**config.mk**
```make
export PLATFORM = sky130hd
export DESIGN_NAME = melody_sequencer
export DESIGN_NICKNAME = d
export VERILOG_FILES = /design/src/rtl/melody_pkg.sv /design/src/rtl/melody_score_ram.sv /design/src/rtl/melody_sequencer.sv
export SDC_FILE = /design/constraint.sdc
export NUM_CORES = 1
export LEC_CHECK = 0
export ABC_CLOCK_PERIOD_IN_PS = 2700
export CORE_MARGIN = 2
export CORE_UTILIZATION = 50
export DETAILED_ROUTE_END_ITERATION = 8
export PLACE_DENSITY = 0.7
export SLEW_MARGIN = 40
export SYNTH_ARGS = -nofsm -noshare
export SYNTH_HDL_FRONTEND = slang
export SYNTH_SLANG_ARGS = --single-unit
```
**constraint.sdc**
```tcl
create_clock -name clk -period 2.7 [get_ports clk]
set_input_delay 0.54 -clock clk [delete_from_list [all_inputs] [get_ports clk]]
set_output_delay 0.54 -clock clk [all_outputs]
set_load 0.1 [all_outputs]
```
**src/rtl/melody_pkg.sv**
```systemverilog
// Shared definitions for the melody sequencer and its UI: note codes, FSM
// state encoding and the note-code to one-hot generator select decode.
package melody_pkg;

  localparam logic [2:0] NOTE_REST = 3'd0;
  localparam logic [2:0] NOTE_DOI  = 3'd1;
  localparam logic [2:0] NOTE_RE   = 3'd2;
  localparam logic [2:0] NOTE_MI   = 3'd3;
  localparam logic [2:0] NOTE_FA   = 3'd4;
  localparam logic [2:0] NOTE_SO   = 3'd5;

  typedef enum logic [1:0] {
    S_IDLE  = 2'd0,
    S_FETCH = 2'd1,
    S_PLAY  = 2'd2,
    S_GAP   = 2'd3
  } state_e;

  // Codes 6 and 7 fall through to silence, same as an explicit rest.
  function automatic logic [4:0] note_to_select(input logic [2:0] note);
    logic [4:0] sel;
    sel = 5'b00000;
    case (note)
      NOTE_DOI: sel = 5'b00001;
      NOTE_RE:  sel = 5'b00010;
      NOTE_MI:  sel = 5'b00100;
      NOTE_FA:  sel = 5'b01000;
      NOTE_SO:  sel = 5'b10000;
      default:  sel = 5'b00000;
    endcase
    return sel;
  endfunction

endpackage

```
**src/rtl/melody_score_ram.sv**
```systemverilog
// Score storage: SEQ_LEN x 8 distributed RAM, one synchronous write port and
// one asynchronous read port. A same-cycle read of the written address sees old data.
module melody_score_ram #(
  parameter int SEQ_LEN = 16,
  parameter int AW      = $clog2(SEQ_LEN)
) (
  input  logic          clk,
  input  logic          wr_en,
  input  logic [AW-1:0] wr_addr,
  input  logic [7:0]    wr_data,
  input  logic [AW-1:0] rd_addr,
  output logic [7:0]    rd_data
);

  logic [7:0] mem_q [SEQ_LEN];

  always_ff @(posedge clk) begin
    if (wr_en) begin
      mem_q[wr_addr] <= wr_data;
    end
  end

  assign rd_data = mem_q[rd_addr];

endmodule

```
**src/rtl/melody_sequencer.sv**
```systemverilog
// Steps through a stored (note, duration) score, driving the note generator's
// one-hot select with a silent gap at the end of every note; supports loop and stop.
module melody_sequencer
  import melody_pkg::*;
#(
  parameter int SEQ_LEN    = 16,
  parameter int TICK_DIV   = 12_500_000,
  parameter int GAP_CYCLES = 5_000_000,
  localparam int AW        = $clog2(SEQ_LEN)
) (
  input  logic          clk,
  input  logic          reset,
  input  logic          wr_en,
  input  logic [AW-1:0] wr_addr,
  input  logic [2:0]    wr_note,
  input  logic [4:0]    wr_dur,
  input  logic          start,
  input  logic          stop,
  input  logic          loop,
  output logic [4:0]    select,
  output logic          busy,
  output logic          done,
  output logic [AW-1:0] step
);

  localparam int CW = $clog2(TICK_DIV);
  localparam logic [CW-1:0] CNT_LAST = CW'(TICK_DIV - 1);
  localparam logic [CW-1:0] PLAY_END = CW'(TICK_DIV - GAP_CYCLES - 1);
  localparam logic [AW-1:0] STEP_LAST = AW'(SEQ_LEN - 1);

  state_e        state_q, state_d;
  logic [AW-1:0] step_q, step_d;
  logic [CW-1:0] cnt_q, cnt_d;
  logic [4:0]    ticks_q, ticks_d;
  logic [4:0]    select_q, select_d;
  logic          busy_q, busy_d;
  logic          done_q, done_d;

  logic [7:0]    rd_data;
  logic [2:0]    rd_note;
  logic [4:0]    rd_dur;
  logic          end_of_score;

  melody_score_ram #(
    .SEQ_LEN (SEQ_LEN),
    .AW      (AW)
  ) u_score (
    .clk     (clk),
    .wr_en   (wr_en),
    .wr_addr (wr_addr),
    .wr_data ({wr_note, wr_dur}),
    .rd_addr (step_q),
    .rd_data (rd_data)
  );

  assign rd_note = rd_data[7:5];
  assign rd_dur  = rd_data[4:0];

  always_comb begin
    state_d      = state_q;
    step_d       = step_q;
    cnt_d        = cnt_q;
    ticks_d      = ticks_q;
    select_d     = select_q;
    done_d       = 1'b0;
    end_of_score = 1'b0;

    case (state_q)
      S_IDLE: begin
        if (start) begin
          state_d = S_FETCH;
          step_d  = '0;
        end
      end
      S_FETCH: begin
        if (rd_dur == 5'd0) begin
          end_of_score = 1'b1;
        end else begin
          ticks_d  = rd_dur;
          cnt_d    = '0;
          select_d = note_to_select(rd_note);
          state_d  = S_PLAY;
        end
      end
      S_PLAY: begin
        if (cnt_q == CNT_LAST) begin
          cnt_d   = '0;
          ticks_d = ticks_q - 5'd1;
        end else begin
          cnt_d = cnt_q + CW'(1);
        end
        // The gap is carved out of the tail of the last tick, so the timer keeps running.
        if (ticks_q == 5'd1 && cnt_q == PLAY_END) begin
          select_d = 5'b00000;
          state_d  = S_GAP;
        end
      end
      S_GAP: begin
        cnt_d = cnt_q + CW'(1);
        if (cnt_q == CNT_LAST) begin
          cnt_d = '0;
          if (step_q == STEP_LAST) begin
            end_of_score = 1'b1;
          end else begin
            step_d  = step_q + AW'(1);
            state_d = S_FETCH;
          end
        end
      end
      default: state_d = S_IDLE;
    endcase

    if (end_of_score) begin
      select_d = 5'b00000;
      if (loop) begin
        step_d  = '0;
        state_d = S_FETCH;
      end else begin
        done_d  = 1'b1;
        state_d = S_IDLE;
      end
    end

    if (stop) begin
      state_d  = S_IDLE;
      select_d = 5'b00000;
      done_d   = 1'b0;
    end

    busy_d = (state_d != S_IDLE);
  end

  always_ff @(posedge clk) begin
    if (reset) begin
      state_q  <= S_IDLE;
      step_q   <= '0;
      cnt_q    <= '0;
      ticks_q  <= '0;
      select_q <= '0;
      busy_q   <= 1'b0;
      done_q   <= 1'b0;
    end else begin
      state_q  <= state_d;
      step_q   <= step_d;
      cnt_q    <= cnt_d;
      ticks_q  <= ticks_d;
      select_q <= select_d;
      busy_q   <= busy_d;
      done_q   <= done_d;
    end
  end

  assign select = select_q;
  assign busy   = busy_q;
  assign done   = done_q;
  assign step   = step_q;

endmodule

```
# Yosys cells after proc, flatten, opt, wreduce, memory -nomap -nowiden
# Memory sizes are Yosys's and may differ from the RTL's. A register that Yosys moved wholly into a read port is not among the register bits.
# Cells that the tools add are included.
classes:
  bitwise_logic: 1
  addsub: 3
  n_mux: 33
  n_reduce_logical: 12
  eq_ne: 15
op_table:
  columns: ["operator", "count"]
  rows:
  - ["24-bit two-way mux", 2]
  - ["24-bit one-hot mux with 2 select lines", 1]
  - ["5-bit one-hot mux with 5 select lines", 1]
  - ["24-bit by 1-bit adder with 24-bit output, second input constant", 1]
  - ["24-bit by 23-bit == test with 1-bit output, second input constant", 1]
  - ["24-bit == test, second input constant", 1]
  - ["4-bit two-way mux", 6]
  - ["5-bit two-way mux", 4]
  - ["5-bit one-hot mux with 2 select lines", 2]
  - ["2-bit two-way mux", 7]
  - ["2-bit one-hot mux with 4 select lines", 1]
  - ["4-bit one-hot mux with 2 select lines", 1]
  - ["1-bit two-way mux", 7]
  - ["3-bit by 2-bit == test with 1-bit output, second input constant", 2]
  - ["3-bit == test, second input constant", 2]
  - ["2-bit inequality test, second input constant", 3]
  - ["3-bit AND reduction", 2]
  - ["2-bit nonzero test", 3]
  - ["3-bit OR reduction", 2]
  - ["5-bit by 1-bit == test with 1-bit output, second input constant", 1]
  - ["5-bit logical NOT", 1]
  - ["5-bit by 1-bit subtractor with 5-bit output, second input constant", 1]
  - ["4-bit by 1-bit adder with 4-bit output, second input constant", 1]
  - ["2-bit == test, second input constant", 2]
  - ["9 further kinds", 9]
totals:
  mem_count: 1
  wordCells: 72
  out_inout_bits: 11
  regBits: 42
  input_bits: 18
  ram_bits: 128
mem_list:
  columns: ["name", "depth", "width", "read_ports", "rd_clocked_by_memory_dff", "wr", "line", "source"]
  rows:
  - ["u_score.mem_q", 16, 8, 1, 1, 1, "melody_score_ram.sv:15", "logic [7:0] mem_q [SEQ_LEN];"]

# Depth between registers and ports, before layout
depth:
  ltp_word: 7
  mapped_depth: 11
  ltp_nobuf: 9

# Modules after synthesis
# Synthesis repeated with hierarchy kept, for this count alone.
unflattened:
  hier_cells: 517
  area_unflattened_um2: 7414.6
modules_own_cells:
  columns: ["module", "area_per_inst_um2", "cells_per_inst", "instances", "seq_area_each_um2"]
  rows:
  - ["melody_score_ram", 4987.3, 221, 1, 3843.7]
  - ["melody_sequencer", 2427.3, 296, 1, 840.8]

# Worst setup path before layout
# No wires, ideal clock.
synth_timing:
  kind: "flip-flop to flip-flop"
  startpoint: "register step_q[0], in the netlist step[0]"
  endpoint: "register select_q[1], in the netlist select[1]"
  synth_period_minus_slack_ns: 3.413
  n_path_buf: 3
  t_required_ns: 2.633
  setup_time_ns: 0.067
  arrival_ns: 3.346
  path_slack_ns: -0.713
  path_stages_with_launch: 10
  path_cell_list: "dfxtp_1 > buf_6 > buf_2 > buf_2 > mux4_2 > mux4_2 > or2_2 > nor2_1 > mux2i_1 > nor2_1"
synth_via:
  elab_chain_len: 5
synth_lines:
  columns: ["element", "line", "source"]
  rows:
  - ["start: declaration", "melody_sequencer.sv:32", "logic [AW-1:0] step_q, step_d;"]
  - ["start signal: assignment", "melody_sequencer.sv:144", "step_q <= step_d;"]
  - ["4-bit == test", "melody_sequencer.sv:102", "if (step_q == STEP_LAST) begin"]
  - ["1-bit two-way mux", "melody_sequencer.sv:102", null]
  - ["1-bit two-way mux", "melody_sequencer.sv:100", "if (cnt_q == CNT_LAST) begin"]
  - ["1-bit one-hot mux with 2 select lines", "melody_sequencer.sv:68", "case (state_q)"]
  - ["3-bit OR reduction (no line)", null, null]
  - ["end signal: assignment", "melody_sequencer.sv:147", "select_q <= select_d;"]
  - ["end: declaration", "melody_sequencer.sv:35", "logic [4:0] select_q, select_d;"]
# Every way passes these cells.
# A chain may end at the register's enable or synchronous reset.

==> results.py <==
metrics = {
    "timing": {
        "worstMarginPinSlew_ns": 0.738,
        "max_freq_mhz": 372,
        "post-route-period-util_pct": 99.4,
        "hold_violations": 0,
        "setup_viol": 0,
        "slew-limit-headroom_pct": 50.5,
        "finalMaxSlewViolations": 0,
        "layout_min_cycle_time_ns": 2.69,
        "skew_ns": 0.00989,
        "rsz0062_at_grt": "true",
    },
    "detailed_routing": {
        "dr.pass1.iters": 5,
        "dr_wl_met3_um": 929,
        "postRouteAntennaNets": 0,
        "drt-initial-drc-count": 513,
        "via_count": 4903,
        "wl_met2_um": 8270,
        "vias_per_cell": 6.16,
        "maxUsedRoutingLayer": "met4",
        "wl_met1_um": 7190,
        "wl_per_cell_um": 21.2,
        "route.detailed.drc": 0,
        "routed_wl_um": 16900,
    },
    "flow_run": {
        "cap_violations": 0,
    },
    "layout": {
        "final_design_area_no_fill_um2": 8980,
        "stdcell_count": 796,
        "nets": 626,
        "n_antenna_cell": 0,
        "area_growth_pct": 21.3,
        "layout-drive-gt1-share_pct": 27.1,
        "num-fill-cells": 1071,
    },
    "grt": {
        "grt_pass1_wl_um": 26500,
        "grt_max_degree": 22,
        "grt-ovfl-total": 0,
        "track_usage_pct": 22.1,
        "antenna_found_initial": 0,
        "grt_pass1_vias": 4892,
    },
    "placed_design": {
        "placed_area_um2": 8180,
        "io_buffers": 28,
        "placed_cells": 754,
        "hpwl_um": 11200,
        "globalplace.congestion": 0.870,
    },
    "synthesis": {
        "synthMuxAreaShare_pct": 12.0,
        "synth_edf_count": 128,
        "syn_area_um2": 7400,
        "synth-simple-area-share_pct": 11.8,
        "synth_xor_area_share_pct": 1.07,
        "synth.lib_cells_used.distinct": 51,
        "syn_avg_cell_area_um2": 14.2,
        "synthAdderAreaFrac_pct": 1.52,
        "synth_compound_area_share_pct": 8.00,
        "synth_fp_nets": 549,
        "synth-seq-cells": 170,
        "yosysSeqAreaShare_pct": 63.3,
        "synth_ff_type": "edfxtp_1",
        "synth_top_family_by_area": "multiplexers",
        "async_reset_ff_share_pct": 0,
        "yosys_warnings": 0,
        "synth_cells": 522,
    },
    "power": {
        "vdd_ir_drop_max_v": 0.000654,
        "power.share.clock_pct": 45.0,
        "p_switching_mw": 1.20,
        "powerDensity_nw_per_um2": 626,
        "intPower_mw": 4.42,
        "pwr-share-comb_pct": 3.9,
        "p_leak_nw": 2.92,
        "seq_power_share_pct": 51.0,
        "switching_share_pct": 21.4,
    },
    "floorplanning": {
        "row_count": 44,
        "dieArea_um2": 15800,
        "io_pins": 29,
        "fp.dieH_um": 126,
        "initial_core_util_pct": 51.1,
        "chipWidth_um": 126,
        "core_area_um2": 14500,
    },
    "clock_tree": {
        "clk_path_buf_depth": 2,
        "cts_buffers": 17,
        "insertion_delay_ns": 0.44,
        "clock-sinks": 170,
        "h-tree-depth": 4,
        "cts_tree": "built",
        "clk_pin_slew_worst_paths_ns": 0.07,
        "root_buffer": "clkbuf_16",
    },
    "critical_path": {
        "rr_worst_depth": 10,
        "worst-endpoint-arrival_ns": 3.00,
        "rrSetupSlack_ns": 0.01,
        "worst-setup-path-type": "register to register",
        "cp-end-kind": "register",
        "crit_path_start_kind": "register",
        "cp_max_fo": 6,
        "cp.required_ns": 3.02,
    },
    "hold_path": {
        "min_path_cells": 2,
        "hp-class": "register to register",
    },
    "status": {
        "outcome": "finished clean",
    },
}
-- power groups by stage --
| stage | registers, mW | logic, mW | clock network (mW) |
|---|---|---|---|
| 2_1_floorplan | 2.93 | 0.100 | 0 |
| 3_3_place_gp | 2.92 | 0.200 | 0 |
| 3_5_place_dp | 2.93 | 0.208 | 0 |
| 4_1_cts | 2.87 | 0.210 | 2.57 |
| 5_1_grt | 2.87 | 0.239 | 2.67 |
| 6_report | 2.87 | 0.222 | 2.53 |
-- cells in the final DEF (no fill, tap or decap), types with 7 or more instances in the layout --
| cell | n |
|---|---|
| edfxtp_1 | 128 |
| nand3_1 | 10 |
| buf_4 | 54 |
| clkbuf_16 | 18 |
| buf_12 | 7 |
| nor3_1 | 10 |
| inv_1 | 12 |
| a21oi_1 | 16 |
| xnor2_1 | 9 |
| dfxtp_1 | 38 |
| nand2_1 | 28 |
| clkdlybuf4s50_1 | 17 |
| ha_1 | 9 |
| mux4_2 | 36 |
| a22oi_1 | 12 |
| nand4_1 | 7 |
| o31ai_1 | 7 |
| nor2_1 | 51 |
| mux2i_1 | 8 |
| o21ai_0 | 13 |
| nand2b_1 | 7 |
-- synthesized netlist by cell type, types with 8 or more instances --
cell type | number | area, um^2
edfxtp_1 | 128 | 3840
nor2_1 | 54 | 203
dfxtp_1 | 42 | 841
mux4_2 | 36 | 811
nand2_1 | 29 | 109
a21oi_1 | 22 | 110
o21ai_0 | 13 | 65.1
a22oi_1 | 12 | 90.1
inv_1 | 12 | 45.0
nor3_1 | 12 | 60.1
nand3_1 | 10 | 50.1
buf_2 | 9 | 45.0
ha_1 | 9 | 113
xnor2_1 | 9 | 78.8
mux2i_1 | 8 | 80.1
-- final cells by class --
cell class                      instances  area, um^2  share of cell area (%)
Multi-Input combinational cell        316        2630                    29.3
Clock inverter                         13         179                    1.99
Timing Repair Buffer                   82         768                    8.56
Inverter                               12        45.0                   0.502
Sequential cell                       170        4690                    52.3
Clock buffer                           19         433                    4.82
Tap cell                              184         230                    2.56
-- worst max-delay path, cell delays in order (launching register included) --
cell	delay, ns
dfxtp_4	0.37
buf_12	0.14
mux4_2	0.51
mux4_2	0.54
nor3_4	0.26
buf_4	0.16
clkbuf_16	0.13
buf_4	0.11
a21oi_1	0.10
nand4b_1	0.16
a21oi_2	0.08
-- timing repair --
action | in CTS | in global routing
hold buffers | 0 | 0
setup buffers | 2 | 6
gates cloned | 0 | 2
resized for setup | 1 | 16
pin swaps | 0 | 6
endpoints found under the setup margin | 2 | 28
-- cell families (layout without fill, tap and decap cells) --
family	Yosys count	count (layout)
buf+inv	36	126
simple gates	167	167
fa+ha+maj	9	9
flops	170	170
xor+xnor	9	9
mux	44	44
compound gates	87	87
-- per-layer routing --
layer	up-vias	track usage, %
li1	2222	-
met1	2433	28.7
met2	207	36.7
met3	41	5.18
met4	0	8.30
met5	-	0
-- state kept, by name, summed over array words and instances (netlist names) --
name / count
u_score.mem_q: 128
cnt_q: 24
select: 5
ticks_q: 5
step: 4
state_q: 2
busy: 1
done: 1
-- through the flow --
step | util (%) | hold WS (ns) | TNS, ns | setup WS [ns] | power [mW]
floorplan | - | 0.461 | 0 | 0.00403 | 3.03
global placement | 56.5 | 0.480 | 0 | 0.0248 | 3.12
detailed placement | 56.5 | 0.485 | 0 | 0.0141 | 3.13
CTS | 61.0 | 0.505 | 0 | 0.0281 | 5.65
global route | 62.0 | 0.541 | -0.0751 | -0.0291 | 5.78
finish | 62.0 | 0.504 | 0 | 0.0149 | 5.62
-- worst paths after layout --
| kind | startpoint | to |
|---|---|---|
| max | step[0] | cnt_q[16] |
| min | select[4] | select[4] |
| max reg2reg | step[0] | cnt_q[16] |
| min reg2reg | select[4] | select[4] |
Note: power is estimated with default switching activity, not from simulation.
